[src/rtl/vgalab_pkg.sv]
// vgalab_pkg: shared definitions for the player movement path.
// Holds PS/2 scan-code constants, the key-decoder state encoding,
// held-flag bit positions and the clamped single-axis step helper.
package vgalab_pkg;

  localparam logic [7:0] SC_EXT   = 8'hE0;
  localparam logic [7:0] SC_BRK   = 8'hF0;
  // plain (WASD) codes
  localparam logic [7:0] SC_W     = 8'h1D;
  localparam logic [7:0] SC_S     = 8'h1B;
  localparam logic [7:0] SC_A     = 8'h1C;
  localparam logic [7:0] SC_D     = 8'h23;
  // E0-prefixed arrow codes
  localparam logic [7:0] SC_UP    = 8'h75;
  localparam logic [7:0] SC_DOWN  = 8'h72;
  localparam logic [7:0] SC_LEFT  = 8'h6B;
  localparam logic [7:0] SC_RIGHT = 8'h74;

  localparam int HELD_UP    = 3;
  localparam int HELD_DOWN  = 2;
  localparam int HELD_LEFT  = 1;
  localparam int HELD_RIGHT = 0;

  typedef enum logic [1:0] {
    ST_IDLE    = 2'd0,
    ST_EXT     = 2'd1,
    ST_BRK     = 2'd2,
    ST_EXT_BRK = 2'd3
  } dec_state_e;

  typedef struct packed {
    logic       hit;
    logic [3:0] mask;
  } key_hit_t;

  function automatic key_hit_t map_plain(input logic [7:0] b);
    key_hit_t r;
    r = '0;
    case (b)
      SC_W:    r = '{hit: 1'b1, mask: 4'b1000};
      SC_S:    r = '{hit: 1'b1, mask: 4'b0100};
      SC_A:    r = '{hit: 1'b1, mask: 4'b0010};
      SC_D:    r = '{hit: 1'b1, mask: 4'b0001};
      default: r = '0;
    endcase
    return r;
  endfunction

  function automatic key_hit_t map_ext(input logic [7:0] b);
    key_hit_t r;
    r = '0;
    case (b)
      SC_UP:    r = '{hit: 1'b1, mask: 4'b1000};
      SC_DOWN:  r = '{hit: 1'b1, mask: 4'b0100};
      SC_LEFT:  r = '{hit: 1'b1, mask: 4'b0010};
      SC_RIGHT: r = '{hit: 1'b1, mask: 4'b0001};
      default:  r = '0;
    endcase
    return r;
  endfunction

  // One axis step, saturating at 0 and maxv. Done in 11 bits so that
  // neither pos+step nor pos-step can wrap. Opposing keys cancel.
  function automatic logic [9:0] step_axis(input logic [9:0]  pos,
                                           input logic        inc,
                                           input logic        dec,
                                           input logic [10:0] maxv,
                                           input logic [10:0] stepv);
    logic [10:0] p;
    logic [10:0] r;
    p = {1'b0, pos};
    r = p;
    if (inc && !dec) begin
      r = (p > maxv - stepv) ? maxv : p + stepv;
    end else if (dec && !inc) begin
      r = (p < stepv) ? 11'd0 : p - stepv;
    end
    return r[9:0];
  endfunction

endpackage

[src/rtl/ps2_key_tracker.sv]
// ps2_key_tracker: turns the PS/2 received-byte stream into held-direction
// flags. Handles make/break (F0) and extended (E0) prefixes; a prefix
// left dangling for TIMEOUT cycles is abandoned and flagged in proto_err.
// Ports: clk, rst (async, high), ps2_data/ps2_valid (byte strobe in),
//        held {up,down,left,right}, proto_err (sticky until rst).
//
// state      | meaning
// -----------+--------------------------------------------------
// ST_IDLE    | waiting for a plain code or a prefix byte
// ST_EXT     | E0 seen, next byte is an extended make code or F0
// ST_BRK     | F0 seen, next byte is a plain code to release
// ST_EXT_BRK | E0 F0 seen, next byte is an extended code to release
module ps2_key_tracker
  import vgalab_pkg::*;
#(
  parameter int TIMEOUT = 50000
) (
  input  logic       clk,
  input  logic       rst,
  input  logic [7:0] ps2_data,
  input  logic       ps2_valid,
  output logic [3:0] held,
  output logic       proto_err
);

  localparam int CW = $clog2(TIMEOUT + 1);
  localparam logic [CW-1:0] CNT_LAST = CW'(TIMEOUT - 1);

  dec_state_e    state_q, state_d;
  logic [CW-1:0] cnt_q, cnt_d;
  logic [3:0]    held_q, held_d;
  logic          err_q, err_d;
  key_hit_t      plain, ext;

  always_ff @(posedge clk or posedge rst) begin
    if (rst) begin
      state_q <= ST_IDLE;
      cnt_q   <= '0;
      held_q  <= '0;
      err_q   <= 1'b0;
    end else begin
      state_q <= state_d;
      cnt_q   <= cnt_d;
      held_q  <= held_d;
      err_q   <= err_d;
    end
  end

  always_comb begin
    state_d = state_q;
    cnt_d   = '0;
    held_d  = held_q;
    err_d   = err_q;
    plain   = map_plain(ps2_data);
    ext     = map_ext(ps2_data);
    if (ps2_valid) begin
      case (state_q)
        ST_IDLE: begin
          if (ps2_data == SC_EXT)      state_d = ST_EXT;
          else if (ps2_data == SC_BRK) state_d = ST_BRK;
          else if (plain.hit)          held_d  = held_q | plain.mask;
        end
        ST_EXT: begin
          if (ps2_data == SC_BRK) begin
            state_d = ST_EXT_BRK;
          end else begin
            if (ext.hit) held_d = held_q | ext.mask;
            state_d = ST_IDLE;
          end
        end
        ST_BRK: begin
          if (plain.hit) held_d = held_q & ~plain.mask;
          state_d = ST_IDLE;
        end
        ST_EXT_BRK: begin
          if (ext.hit) held_d = held_q & ~ext.mask;
          state_d = ST_IDLE;
        end
        default: state_d = ST_IDLE;
      endcase
    end else if (state_q != ST_IDLE) begin
      // Stuck mid-sequence: drop the prefix, keep the flags as they are.
      if (cnt_q == CNT_LAST) begin
        state_d = ST_IDLE;
        err_d   = 1'b1;
      end else begin
        cnt_d = cnt_q + 1'b1;
      end
    end
  end

  assign held      = held_q;
  assign proto_err = err_q;

endmodule

[src/rtl/player_move_ctrl.sv]
// player_move_ctrl: once-per-frame player position stepping.
// Synchronises the active-low VGA vsync, detects its falling edge as the
// frame tick, and on each tick (when enable=1) moves the player by STEP
// along each axis per the held keys, saturating at 0 and X_MAX/Y_MAX.
// Ports: clk, rst (async, high), ps2_data/ps2_valid (from PS/2 receiver),
//        vga_vs (async vsync), enable, xpos/ypos (to renderer), held,
//        frame_tick (one-cycle pulse), proto_err (sticky decoder error).
module player_move_ctrl
  import vgalab_pkg::*;
#(
  parameter int X_INIT  = 320,
  parameter int Y_INIT  = 240,
  parameter int X_MAX   = 634,
  parameter int Y_MAX   = 474,
  parameter int STEP    = 2,
  parameter int TIMEOUT = 50000
) (
  input  logic       clk,
  input  logic       rst,
  input  logic [7:0] ps2_data,
  input  logic       ps2_valid,
  input  logic       vga_vs,
  input  logic       enable,
  output logic [9:0] xpos,
  output logic [9:0] ypos,
  output logic [3:0] held,
  output logic       frame_tick,
  output logic       proto_err
);

  localparam logic [10:0] X_MAX_W = 11'(X_MAX);
  localparam logic [10:0] Y_MAX_W = 11'(Y_MAX);
  localparam logic [10:0] STEP_W  = 11'(STEP);

  logic       vs_meta_q, vs_meta_d;
  logic       vs_sync_q, vs_sync_d;
  logic       vs_dly_q,  vs_dly_d;
  logic       frame_tick_q, frame_tick_d;
  logic [9:0] xpos_q, xpos_d;
  logic [9:0] ypos_q, ypos_d;
  logic [3:0] held_w;

  ps2_key_tracker #(.TIMEOUT(TIMEOUT)) u_tracker (
    .clk       (clk),
    .rst       (rst),
    .ps2_data  (ps2_data),
    .ps2_valid (ps2_valid),
    .held      (held_w),
    .proto_err (proto_err)
  );

  // Sync flops reset high (vsync idle level) so reset never fakes a tick.
  always_ff @(posedge clk or posedge rst) begin
    if (rst) begin
      vs_meta_q    <= 1'b1;
      vs_sync_q    <= 1'b1;
      vs_dly_q     <= 1'b1;
      frame_tick_q <= 1'b0;
      xpos_q       <= 10'(X_INIT);
      ypos_q       <= 10'(Y_INIT);
    end else begin
      vs_meta_q    <= vs_meta_d;
      vs_sync_q    <= vs_sync_d;
      vs_dly_q     <= vs_dly_d;
      frame_tick_q <= frame_tick_d;
      xpos_q       <= xpos_d;
      ypos_q       <= ypos_d;
    end
  end

  // held_w here is the pre-byte value when ps2_valid coincides with the
  // tick, so a key pressed on the tick cycle moves on the next frame.
  always_comb begin
    vs_meta_d    = vga_vs;
    vs_sync_d    = vs_meta_q;
    vs_dly_d     = vs_sync_q;
    frame_tick_d = vs_dly_q & ~vs_sync_q;
    xpos_d       = xpos_q;
    ypos_d       = ypos_q;
    if (frame_tick_q && enable) begin
      xpos_d = step_axis(xpos_q, held_w[HELD_RIGHT], held_w[HELD_LEFT],
                         X_MAX_W, STEP_W);
      ypos_d = step_axis(ypos_q, held_w[HELD_DOWN], held_w[HELD_UP],
                         Y_MAX_W, STEP_W);
    end
  end

  assign xpos       = xpos_q;
  assign ypos       = ypos_q;
  assign held       = held_w;
  assign frame_tick = frame_tick_q;

endmodule

[config.mk]
export PLATFORM = sky130hd
export DESIGN_NAME = player_move_ctrl
export DESIGN_NICKNAME = d
export VERILOG_FILES = /design/src/rtl/vgalab_pkg.sv /design/src/rtl/ps2_key_tracker.sv /design/src/rtl/player_move_ctrl.sv
export SDC_FILE = /design/constraint.sdc
export NUM_CORES = 1
export LEC_CHECK = 0
export ABC_AREA = 1
export CAP_MARGIN = 20
export CORE_UTILIZATION = 45
export CTS_CLUSTER_SIZE = 30
export DETAILED_ROUTE_END_ITERATION = 7
export DONT_BUFFER_PORTS = 1
export PLACE_DENSITY = 0.68
export SYNTH_ARGS = -nofsm -noshare
export SYNTH_HDL_FRONTEND = slang
export SYNTH_HIERARCHICAL = 1
export SYNTH_SLANG_ARGS = --single-unit
export TNS_END_PERCENT = 1
[constraint.sdc]
create_clock -name clk -period 1.9 [get_ports clk]
set_input_delay 0 -clock clk [delete_from_list [all_inputs] [get_ports clk]]
set_output_delay 0 -clock clk [all_outputs]
set_load 0.05 [all_outputs]
==> out/results.ini <==
[critical_path]
critPathRequiredTime_ps=2100
cp-start-kind=register
r2r_slack_ps=250
path_class=reg2reg
r2r-start=u_tracker/cnt_q[0]$_DFF_PP0_
end_kind=register
timing.rr.end=u_tracker/cnt_q[10]$_DFF_PP0_
worstPathMaxFanout=10
reg2regPathDepth=7
crit_arrival_ps=1850

[synth]
yosys.area_share.adder=0.0251
synthDistinctLibCells=35
syn_inst=559
synthMuxAreaShare=0
synth_top_family_by_area=simple AND/OR/NAND/NOR gates
synth_compound_area_frac=0.0652
avgSynthCellArea_sq_um=6.25
synth_warnings=6
yosysSeqAreaShare=0.325
ys_ff_latch=45
synth_xor_xnor_area_share=0.0276
yosys.area_share.simple=0.445
netlist_area_sq_um=3490

[outcome]
status=complete, no violations

[grt]
gr-total-overflow=0
antenna_found_initial=0
grt_usage=0.211
grt_pass1_vias=3352
grt_max_degree=24
grt_pass1_wl_um=14500

[clock_network]
cts_setup_buffers=0
path_clk_slew_ps=90
clk_latency_ps=310
cts_made_buffers=5
ctsHoldBuffers=3
ctsResizeCount=0
clock_sinks=45
cts_tree=yes
htreeDepth=2
cts-root-buf=clkbuf_8
cts_max_path_buffers=2

[cells_and_area]
synthToLayoutAreaGrowth_pct=9.95
finalCoreUtilization=0.521
n_antenna_cell=0
final_area_sq_um=3840
final_layout_size_suffix_gt1_frac=0.103
final_nets=601

[route]
drt-pass1-iter-count=5
viasPerCell=5.12
via_count=3488
wl_per_cell_um=11.7
first_iter_violations=204
wirelength_um=7980
drc=0
ant_nets=0

[timing]
fmax_mhz=608
setup_viol=0
maxSlewViolCount=0
fin_tns_setup_ps=0
rsz0062_at_grt=no
clock_skew_ps=11.4
worst_pin_slew_ps=844
fin_crit_ps=1650
slew_headroom=0.437
hold_viol=0
fin_crit_sh=0.866

[power_and_ir_drop]
max-vdd-ir-drop_mv=0.520
power_uw=5480
p_per_area_nw_per_um2=1430
p_leak_uw=0.00198

[die]
dieArea_sq_um=8120
start_util=0.474
die_h_um=90.1
coreArea_sq_um=7370
ios=39
chipWidth_um=90.1
rows=31

[job]
drv_cap=0

[min_path]
whs_path_depth=4
worstHoldStart=enable
hold_end=xpos[8]$_DFFE_PP1P_
hold_path_class=in2reg

[place]
place.gp.congestion=0.920
placed_area_sq_um=3720
hpwl_um=6090
place.port_buffers=0

worst max path at each step:
stage / to / depth (start not counted) / start / slack, ps
floorplan: xpos[1]$_DFFE_PP0P_ / 7 / u_tracker/held[1]$_DFFE_PP0P_ / 130
global placement: u_tracker/cnt_q[10]$_DFF_PP0_ / 7 / u_tracker/cnt_q[0]$_DFF_PP0_ / 350
detailed placement: u_tracker/cnt_q[14]$_DFF_PP0_ / 8 / u_tracker/cnt_q[0]$_DFF_PP0_ / 280
CTS: u_tracker/cnt_q[14]$_DFF_PP0_ / 8 / u_tracker/cnt_q[0]$_DFF_PP0_ / 250
global route: u_tracker/cnt_q[14]$_DFF_PP0_ / 8 / u_tracker/cnt_q[0]$_DFF_PP0_ / 50
finish: u_tracker/cnt_q[10]$_DFF_PP0_ / 7 / u_tracker/cnt_q[0]$_DFF_PP0_ / 250
cell type report:
class                   count  area [sq um]
inverters                  77           292
clock inverters             3          22.5
well taps                  99           124
clock buffers               5          68.8
flip-flops and latches     45          1140
multi-input cells         423          1970
repair buffers             29           225
fillers                   763          3530
cell usage in the layout (no fill, tap or decap), types with 2 or more instances in the layout:
cell and instances:
ha_1 7, nor3_1 4, clkbuf_8 5, dlygate4sd3_1 3, nand2_1 163, clkinv_4 2
nor2_1 101, dfrtp_1 36, a21oi_1 11, conb_1 2, nand4_1 9, nor3_2 2
and3_1 3, dfstp_2 9, a31oi_1 3, inv_1 75, o21ai_0 20, nor3b_1 2
nand3_1 60, o21ai_1 3, xor2_1 10, buf_4 26, nand3b_1 6, nor2_2 8
cells in the mapped netlist:
| master | instances | area share |
|---|---|---|
| o21ai_0 | 20 | 0.029 |
| a31oi_1 | 3 | 0.0054 |
| a21o_1 | 1 | 0.0021 |
| nor3b_1 | 2 | 0.0043 |
| or2_4 | 1 | 0.0025 |
| o21ai_4 | 1 | 0.0047 |
| o21ai_1 | 3 | 0.0043 |
| buf_2 | 8 | 0.011 |
| nand4_2 | 1 | 0.0036 |
| xor2_1 | 10 | 0.025 |
| dfstp_2 | 9 | 0.068 |
| nand2_1 | 163 | 0.18 |
| nand3_1 | 60 | 0.086 |
| nor2_2 | 8 | 0.014 |
| ha_1 | 7 | 0.025 |
| buf_4 | 4 | 0.0086 |
| a21oi_1 | 11 | 0.016 |
| inv_4 | 1 | 0.0018 |
| conb_1 | 1 | 0.0011 |
| nand4_1 | 9 | 0.016 |
| nor3_1 | 4 | 0.0057 |
| clkbuf_1 | 1 | 0.0011 |
| o211ai_1 | 1 | 0.0021 |
| dfrtp_1 | 36 | 0.26 |
| nor2_1 | 101 | 0.11 |
| xnor2_1 | 1 | 0.0025 |
| and3_1 | 3 | 0.0054 |
| nand3_2 | 1 | 0.0029 |
| a22oi_1 | 1 | 0.0021 |
| nand2_2 | 1 | 0.0018 |
| inv_2 | 1 | 0.0011 |
| nand3b_1 | 6 | 0.013 |
| inv_1 | 75 | 0.081 |
| nor3_2 | 2 | 0.0057 |
| buf_6 | 2 | 0.0064 |
where the power goes:
| part | internal, uW | switching (uW) | total, uW |
|---|---|---|---|
| clock | 261 | 341 | 603 |
| sequential | 1240 | 380 | 1620 |
| combinational | 984 | 2270 | 3250 |
worst max-delay path, stage by stage, from the launching register on:
cell,delay (ps)
dfrtp_1,380
ha_1,170
nand2_1,80
nor2_2,180
nand4_2,150
o21ai_4,340
inv_4,90
and3_1,150
kinds of logic after synthesis:
kind of cell,after synthesis
AND/OR/NAND/NOR,362
buffers and inverters,92
flip-flops,45
AO/OA/AOI/OAI,41
XOR/XNOR,11
adder cells (fa/ha/maj),7
other,1
metal layers:
| metal | vias up | GRT usage | part of all wire |
|---|---|---|---|
| met5 | - | 0 | 0 |
| met4 | 0 | 0.0565 | 0.0098 |
| met3 | 8 | 0.0533 | 0.063 |
| met2 | 100 | 0.350 | 0.47 |
| met1 | 1580 | 0.271 | 0.46 |
| li1 | 1800 | - | - |
through the flow:
| stage | setup slack [ps] | hold WS, ps | instances |
|---|---|---|---|
| detailed placement | 284 | 4.81 | 670 |
| finish | 255 | 51.2 | 681 |
| CTS | 255 | 42.8 | 681 |
| floorplan | 135 | -17.4 | 560 |
| global route | 54.7 | 66.5 | 681 |
| global placement | 353 | 4.79 | 670 |
state kept, by name, summed over array words and instances (netlist names):
register / count
u_tracker/cnt_q: 16
xpos: 9
ypos: 9
u_tracker/held: 4
u_tracker/state_q: 2
frame_tick: 1
u_tracker/proto_err: 1
vs_dly_d: 1
vs_dly_q: 1
vs_meta_q: 1
No activity file was read; power rests on OpenSTA's default activity.
